--- src/rtl/alu_sched.sv ---
// Two-requester round-robin scheduler in front of the shared 16-bit ALU.
// Owns the processor status flags (psr) and returns results over one response channel.
module alu_sched (
    input  logic        clk,
    input  logic        rst_n,
    input  logic        req0_valid,
    output logic        req0_ready,
    input  logic [7:0]  req0_opcode,
    input  logic [15:0] req0_a,
    input  logic [15:0] req0_b,
    input  logic        req1_valid,
    output logic        req1_ready,
    input  logic [7:0]  req1_opcode,
    input  logic [15:0] req1_a,
    input  logic [15:0] req1_b,
    output logic        resp_valid,
    input  logic        resp_ready,
    output logic        resp_id,
    output logic [15:0] resp_data,
    output logic [7:0]  resp_flags,
    output logic        resp_err,
    output logic [15:0] alu_r1,
    output logic [15:0] alu_r2,
    output logic [7:0]  alu_opcode,
    output logic [7:0]  alu_flags_in,
    input  logic [15:0] alu_rout,
    input  logic [7:0]  alu_flags_out,
    output logic [7:0]  psr,
    input  logic        psr_wr_en,
    input  logic [7:0]  psr_wr_data
);

    typedef enum logic [1:0] {
        IDLE = 2'd0,
        EXEC = 2'd1,
        RESP = 2'd2
    } state_t;

    state_t      state_r;
    logic        last_r;
    logic        id_r;
    logic        legal_r;
    logic        resp_valid_r;
    logic        resp_id_r;
    logic [15:0] resp_data_r;
    logic [7:0]  resp_flags_r;
    logic        resp_err_r;
    logic [15:0] alu_r1_r;
    logic [15:0] alu_r2_r;
    logic [7:0]  alu_opcode_r;
    logic [7:0]  psr_r;

    logic        gnt0_s;
    logic        gnt1_s;
    logic        accept_s;
    logic [7:0]  sel_op_s;
    logic [15:0] sel_a_s;
    logic [15:0] sel_b_s;
    logic        sel_legal_s;

    function automatic logic is_legal(input logic [7:0] op);
        case (op)
            8'h01, 8'h02, 8'h03, 8'h04, 8'h05, 8'h06, 8'h07,
            8'h08, 8'h09, 8'h0B, 8'h0C, 8'h0F, 8'h84: is_legal = 1'b1;
            default:                                   is_legal = 1'b0;
        endcase
    endfunction

    // Round-robin grant: on a tie the requester not served last wins.
    always_comb begin
        gnt0_s = 1'b0;
        gnt1_s = 1'b0;
        if (state_r == IDLE) begin
            if (req0_valid && req1_valid) begin
                if (last_r) begin
                    gnt0_s = 1'b1;
                end else begin
                    gnt1_s = 1'b1;
                end
            end else begin
                gnt0_s = req0_valid;
                gnt1_s = req1_valid;
            end
        end else begin
            gnt0_s = 1'b0;
            gnt1_s = 1'b0;
        end
    end

    // Operand mux for the granted requester.
    always_comb begin
        sel_op_s = 8'h00;
        sel_a_s  = 16'h0000;
        sel_b_s  = 16'h0000;
        if (gnt1_s) begin
            sel_op_s = req1_opcode;
            sel_a_s  = req1_a;
            sel_b_s  = req1_b;
        end else begin
            sel_op_s = req0_opcode;
            sel_a_s  = req0_a;
            sel_b_s  = req0_b;
        end
    end

    assign accept_s    = gnt0_s | gnt1_s;
    assign sel_legal_s = is_legal(sel_op_s);

    // Scheduler FSM; ALU drive is loaded at accept so it is valid for the whole EXEC cycle.
    always_ff @(posedge clk or negedge rst_n) begin
        if (!rst_n) begin
            state_r      <= IDLE;
            last_r       <= 1'b1;
            id_r         <= 1'b0;
            legal_r      <= 1'b0;
            resp_valid_r <= 1'b0;
            resp_id_r    <= 1'b0;
            resp_data_r  <= 16'h0000;
            resp_flags_r <= 8'h00;
            resp_err_r   <= 1'b0;
            alu_r1_r     <= 16'h0000;
            alu_r2_r     <= 16'h0000;
            alu_opcode_r <= 8'h00;
        end else begin
            case (state_r)
                IDLE: begin
                    if (accept_s) begin
                        id_r    <= gnt1_s;
                        legal_r <= sel_legal_s;
                        if (sel_legal_s) begin
                            alu_opcode_r <= sel_op_s;
                            alu_r1_r     <= sel_a_s;
                            alu_r2_r     <= sel_b_s;
                        end else begin
                            alu_opcode_r <= 8'h00;
                            alu_r1_r     <= 16'h0000;
                            alu_r2_r     <= 16'h0000;
                        end
                        state_r <= EXEC;
                    end else begin
                        state_r <= IDLE;
                    end
                end
                EXEC: begin
                    resp_valid_r <= 1'b1;
                    resp_id_r    <= id_r;
                    if (legal_r) begin
                        resp_data_r  <= alu_rout;
                        resp_flags_r <= alu_flags_out;
                        resp_err_r   <= 1'b0;
                    end else begin
                        resp_data_r  <= 16'h0000;
                        resp_flags_r <= 8'h00;
                        resp_err_r   <= 1'b1;
                    end
                    alu_opcode_r <= 8'h00;
                    alu_r1_r     <= 16'h0000;
                    alu_r2_r     <= 16'h0000;
                    state_r      <= RESP;
                end
                RESP: begin
                    if (resp_ready) begin
                        resp_valid_r <= 1'b0;
                        last_r       <= resp_id_r;
                        state_r      <= IDLE;
                    end else begin
                        state_r <= RESP;
                    end
                end
                default: begin
                    state_r      <= IDLE;
                    resp_valid_r <= 1'b0;
                    alu_opcode_r <= 8'h00;
                    alu_r1_r     <= 16'h0000;
                    alu_r2_r     <= 16'h0000;
                end
            endcase
        end
    end

    // Flag register: a legal ALU capture takes priority over a software write.
    always_ff @(posedge clk or negedge rst_n) begin
        if (!rst_n) begin
            psr_r <= 8'h00;
        end else if ((state_r == EXEC) && legal_r) begin
            psr_r <= alu_flags_out;
        end else if (psr_wr_en) begin
            psr_r <= psr_wr_data;
        end else begin
            psr_r <= psr_r;
        end
    end

    assign req0_ready   = gnt0_s;
    assign req1_ready   = gnt1_s;
    assign resp_valid   = resp_valid_r;
    assign resp_id      = resp_id_r;
    assign resp_data    = resp_data_r;
    assign resp_flags   = resp_flags_r;
    assign resp_err     = resp_err_r;
    assign alu_r1       = alu_r1_r;
    assign alu_r2       = alu_r2_r;
    assign alu_opcode   = alu_opcode_r;
    assign alu_flags_in = psr_r;
    assign psr          = psr_r;

endmodule

--- config.mk ---
export PLATFORM = sky130hd
export DESIGN_NAME = alu_sched
export DESIGN_NICKNAME = d
export VERILOG_FILES = /design/src/rtl/alu_sched.sv
export SDC_FILE = /design/constraint.sdc
export NUM_CORES = 1
export LEC_CHECK = 0
export BUFFER_PORTS_ARGS = -buffer_cell sky130_fd_sc_hd__buf_4
export CAP_MARGIN = 20
export CORE_MARGIN = 1.5
export CORE_UTILIZATION = 46
export CTS_CLUSTER_SIZE = 16
export DETAILED_ROUTE_END_ITERATION = 10
export PLACE_DENSITY = 0.81
export SLEW_MARGIN = 20
export SYNTH_ARGS = -nofsm -noshare
export SYNTH_HDL_FRONTEND = slang
export SYNTH_SLANG_ARGS = --single-unit
--- constraint.sdc ---
create_clock -name clk -period 2.2 [get_ports clk]
set_input_delay 0.11 -clock clk [delete_from_list [all_inputs] [get_ports clk]]
set_output_delay 0.11 -clock clk [all_outputs]
set_load 0.05 [all_outputs]
* After elaboration in Yosys (flattened, before gate mapping)
Cells that the tools add are included.
Word-level totals: register bits after elaboration 80, latch bits 0, bits in writable memories 0, ROM bits 0, input port bits 118, output and inout bits 85, memories 0
Operators by class: $add $sub $neg 0, $mul 0, div/mod/pow operators 0, $lt $le $gt $ge 0, equal/unequal tests 17, shift operators 0, multiplexer cells 29, bitwise operators 3, reductions and logical operators 9
Operators with widths (number):
- $mux 16 | 7
- $pmux 16 s2 | 2
- $mux 8 | 6
- $eq 8x4->1 const B | 5
- $eq 8x3->1 const B | 4
- $eq 8x2->1 const B | 2
- $pmux 8 s2 | 1
- $reduce_or 13->1 | 1
- $mux 1 | 10
- $eq 8x1->1 const B | 1
- $eq 8x8->1 const B | 1
- $reduce_and 2->1 | 4
- $pmux 2 s3 | 1
- $ne 2x2->1 const B | 2
- $pmux 1 s3 | 1
- $eq 2x1->1 const B | 1
- $eq 2x2->1 const B | 1
- $logic_and 1x1->1 | 2
- $logic_not 2->1 | 1
- $mux 2 | 1
- $not 1->1 | 2
- $reduce_bool 2->1 | 1
- $or 1x1->1 | 1

* Depth between registers and ports, before layout
depth in word-level cells 10, mapped depth 8

* Worst setup path before layout
Ideal clock, no wire load.
path kind register to register, from register state_r[0], to register alu_r1_r[10], in the netlist alu_r1[10], data arrival time 1.639 ns, path slack 0.469 ns, cell stages (with the launch flop) 9, buffers on the path 3, clock period less this slack 1.731 ns, cells stage by stage dfrtp_1 > buf_2 > nor2_2 > nand3_2 > buf_4 > clkinv_2 > buf_2 > a21oi_1 > o31ai_2
Between the ends: cells in the longest elaborated chain, start to end 9, elaborated cells between the ends (all ways) 28
Ends and longest elaborated chain:
- start: declaration | RTL line 39 | state_t state_r;
- start signal: assignment | RTL line 112 | state_r <= IDLE;
- start signal: assignment | RTL line 139 | state_r <= EXEC;
- start signal: assignment | RTL line 141 | state_r <= IDLE;
- $logic_not 2->1 * | RTL line 73 | if (state_r == IDLE) begin
- $mux 1 * | RTL line 73
- named net req1_ready | RTL line 12 | output logic req1_ready,
- $mux 8 | RTL line 95 | if (gnt1_s) begin
- $eq 8x1->1 (tied with other cells) | RTL line 62 | case (op)
- $reduce_or 13->1 | RTL line 62
- $mux 1 | RTL line 62
- $mux 16 | RTL line 130 | if (sel_legal_s) begin
- $mux 16 | RTL line 127 | if (accept_s) begin
- $pmux 16 s2 | RTL line 125 | case (state_r)
- end signal: assignment | RTL line 132 | alu_r1_r <= sel_a_s;
- end: declaration | RTL line 48 | logic [15:0] alu_r1_r;
Mark *: on every way through the listed nets, which the timed path passes. The rest lies on a longest branch. The select of a mux whose other input is x is not followed. A chain may end at the register's enable or synchronous reset.

* Final worst setup path
from register last_r, to output port req1_ready
Between the ends: cells in the longest elaborated chain, start to end 3
Ends and longest elaborated chain:
- start: declaration | RTL line 40 | logic last_r;
- start signal: assignment | RTL line 164 | last_r <= resp_id_r;
- $mux 1 | RTL line 75 | if (last_r) begin
- $mux 1 | RTL line 74 | if (req0_valid && req1_valid) begin
- $mux 1 | RTL line 73
- end: declaration | RTL line 12
Every way passes these cells.

==> flow_metrics.py <==
metrics = {
    "sta": {
        "worst_pin_slew_ns": 1.074,
        "rsz0062_at_grt": "no",
        "finalCriticalPeriod_ns": 1.874,
        "fmax_mhz": 533.6,
        "whs_ns": 0.04050,
        "setup_viol": 0,
        "period_share_pct": 85.19,
        "skew_ns": 0.01037,
        "final.setup.tns_ns": 0,
        "final_max_slew_viol_count": 0,
        "hold_violations": 0,
        "slew_headroom_pct": 27.93,
        "worst_slack_ns": 0.3259,
    },
    "die": {
        "die_w_um": 95.21,
        "design.die.area_mm2": 0.009065,
        "io_pins": 203,
        "die_h_um": 95.21,
        "core_area_mm2": 0.008217,
        "row_count": 33,
        "start_util_pct": 47.60,
    },
    "worst_setup_path": {
        "path_delay_family": "buffers and inverters",
        "cp-start-kind": "register",
        "critPathBufInv": 2,
        "worstSetupEndpointType": "primary output",
        "critPathArrivalTime_ns": 1.76,
        "critical_path_required_ns": 2.09,
        "cp_max_fo": 30,
        "cpPeakStageDelay_ns": 0.53,
        "path_cells": "nand2_1 -> nand3_2 -> clkinv_2 -> buf_4",
        "slowest_stage": "dfstp_2",
        "crit_type": "register to primary output",
    },
    "logic_synthesis": {
        "yosysUniqueCellTypes": 33,
        "synth_area_leaders": "dfrtp_1, nand2_1, o31ai_2, and3_1, a21oi_1",
        "async_flop_share_pct": 100.0,
        "synth_cells": 403,
        "yosys.area.top_type": "dfrtp_1",
        "synth_top_area_share_pct": 50.54,
        "ys_seq_area_share_pct": 51.22,
        "syn_avg_cell_area_um2": 9.705,
        "ys_ff_latch": 80,
        "synth-edff-count": 0,
        "synth_fp_nets": 521,
        "ys.flop_type": "dfrtp_1",
        "synth_warnings": 0,
        "syn_area_mm2": 0.003911,
    },
    "routing": {
        "dr_wl_met2_mm": 5.200,
        "vias": 3624,
        "routed_wirelength_mm": 10.34,
        "top_layer": "met4",
        "wl_met3_mm": 1.057,
        "met1_length_mm": 3.968,
        "drc": 0,
        "ant_nets": 0,
        "wl_per_cell_um": 14.67,
        "via_per_inst": 5.140,
        "drt_iter0_markers": 150,
        "first_pass_iters": 4,
    },
    "power_and_ir_drop": {
        "irDropWorstVdd_mv": 0.4395,
        "leakage_nw": 2.957,
        "power_mw": 5.389,
        "powerDensity_mw_per_mm2": 942.5,
    },
    "placement": {
        "gp_congestion": 0.8557,
        "place.detailed.hpwl_mm": 7.760,
        "placement.cell_area_mm2": 0.005431,
        "post-place-ws_ns": 0.1798,
        "io_buffers": 202,
        "place_inst": 680,
    },
    "global_route": {
        "overflow": 0,
        "grt_pass1_vias": 3369,
        "grt_pass1_wl_mm": 16.03,
        "grt_max_degree": 67,
        "antenna_found_initial": 0,
        "grtUsageTotal_pct": 22.81,
    },
    "run": {
        "cap_violations": 0,
    },
    "final_layout": {
        "n_antenna_cell": 0,
        "areaGrowthSynthToFinish_pct": 46.19,
        "design_area_mm2": 0.005718,
        "finalNonFillerCells": 705,
        "nets": 713,
        "drive_gt1_share_pct": 44.17,
        "final-seq-area_mm2": 0.002003,
        "multi_input_area_mm2": 0.001660,
        "utilization_pct": 69.59,
        "fillers": 647,
    },
    "cts": {
        "cts.sinks": 80,
        "worst_skew_pair.late_latency_ns": 0.33,
        "cts_tree": "done",
        "clk_pin_slew_worst_paths_ns": 0.07,
        "htreeDepth": 3,
        "cts_setup_buffers": 0,
        "cts_buffers": 9,
        "cts_root_buf": "clkbuf_8",
        "cts_buffer_depth": 2,
    },
    "status": {
        "status": "complete, no violations",
    },
    "min_path": {
        "hp-class": "input pin to register",
    },
}
synth_stat cells, types with 2 or more instances:
| library cell | number |
|---|---|
| o31ai_2 | 29 |
| buf_4 | 10 |
| nand4_1 | 2 |
| and2_1 | 3 |
| o31ai_1 | 7 |
| buf_2 | 6 |
| and3_1 | 31 |
| buf_8 | 3 |
| clkbuf_1 | 20 |
| a21oi_1 | 37 |
| nor2_1 | 6 |
| nor3_1 | 4 |
| nand2_1 | 99 |
| dfrtp_1 | 79 |
| inv_1 | 6 |
| nand2b_1 | 2 |
| mux2i_1 | 13 |
| o21ai_0 | 30 |
| mux2_2 | 2 |
cell usage in the layout (no fill, tap or decap), types with 4 or more instances in the layout:
cell type,Yosys,routed
inv_1,6,6
o31ai_2,29,29
nand2_1,99,99
nor3_1,4,4
clkbuf_8,0,9
and3_1,31,31
a21oi_1,37,37
buf_4,10,210
o31ai_1,7,7
dfrtp_1,79,79
nor2_1,6,5
dlygate4sd3_1,0,9
o21ai_0,30,29
mux2i_1,13,13
path summary, 6_finish.rpt:
check / start / endpoint / slack (ns) / depth (start not counted)
min reg2reg: id_r$_DFFE_PN0P_ / id_r$_DFFE_PN0P_ / 0.48 / 2
max: last_r$_DFFE_PN1P_ / req1_ready / 0.33 / 4
max in group asynchronous: rst_n / resp_flags[7]$_DFFE_PN0P_ / 1.30 / 3
min: alu_rout[4] / resp_data[4]$_DFFE_PN0P_ / 0.04 / 3
min in group asynchronous: rst_n / alu_r2[11]$_DFFE_PN0P_ / 0.31 / 2
max reg2reg: last_r$_DFFE_PN1P_ / alu_opcode[1]$_DFFE_PN0P_ / 0.39 / 6
sequential cells by signal, summed over array words and instances, names as in the netlist, 2 cells and up:
signal and cells:
resp_data 16, alu_opcode 8, alu_r1 16, resp_flags 8
alu_r2 16, alu_flags_in 8, state_r 2
where the power goes:
| part | leakage [nW] | internal, mW | switching (mW) |
|---|---|---|---|
| Clock | 0.0973 | 0.526 | 0.489 |
| Sequential | 1.08 | 1.67 | 0.127 |
| Combinational | 1.78 | 0.825 | 1.75 |
routing by layer:
layer / GRT usage (%) / vias to the layer above
met5: 0 / -
met4: 5.970 / 0
met3: 7.337 / 13
met2: 39.30 / 168
met1: 27.40 / 1672
li1: - / 1771
final cells by class:
| type | count | share of cell area (%) |
|---|---|---|
| Sequential cell | 80 | 35.03 |
| Clock buffer | 11 | 2.298 |
| Multi-Input combinational cell | 276 | 29.04 |
| Tap cell | 105 | 2.298 |
| Clock inverter | 5 | 1.007 |
| Timing Repair Buffer | 221 | 29.85 |
| Inverter | 7 | 0.4814 |
logic make-up (layout without fill, tap and decap cells):
family	count (synthesis)	count (layout)	share of synthesized area [%]
compound gates	109	109	20.51
buf+inv	47	244	6.750
flops	80	80	51.22
mux	15	15	3.903
simple gates	152	152	17.63
timing repair:
action	CTS	global route
setup endpoints to repair	0	3
endpoints found under the hold margin	50	0
hold buffers	9	0
resized for setup	0	1
tightest hold or removal path: cells and delay by family:
family	cells	cell delay, ns
AOI/OAI and AO/OA	1	0.06
buffers and inverters	1	0.11
and+or+nand+nor	1	0.05
Note: power is estimated with default switching activity, not from simulation.
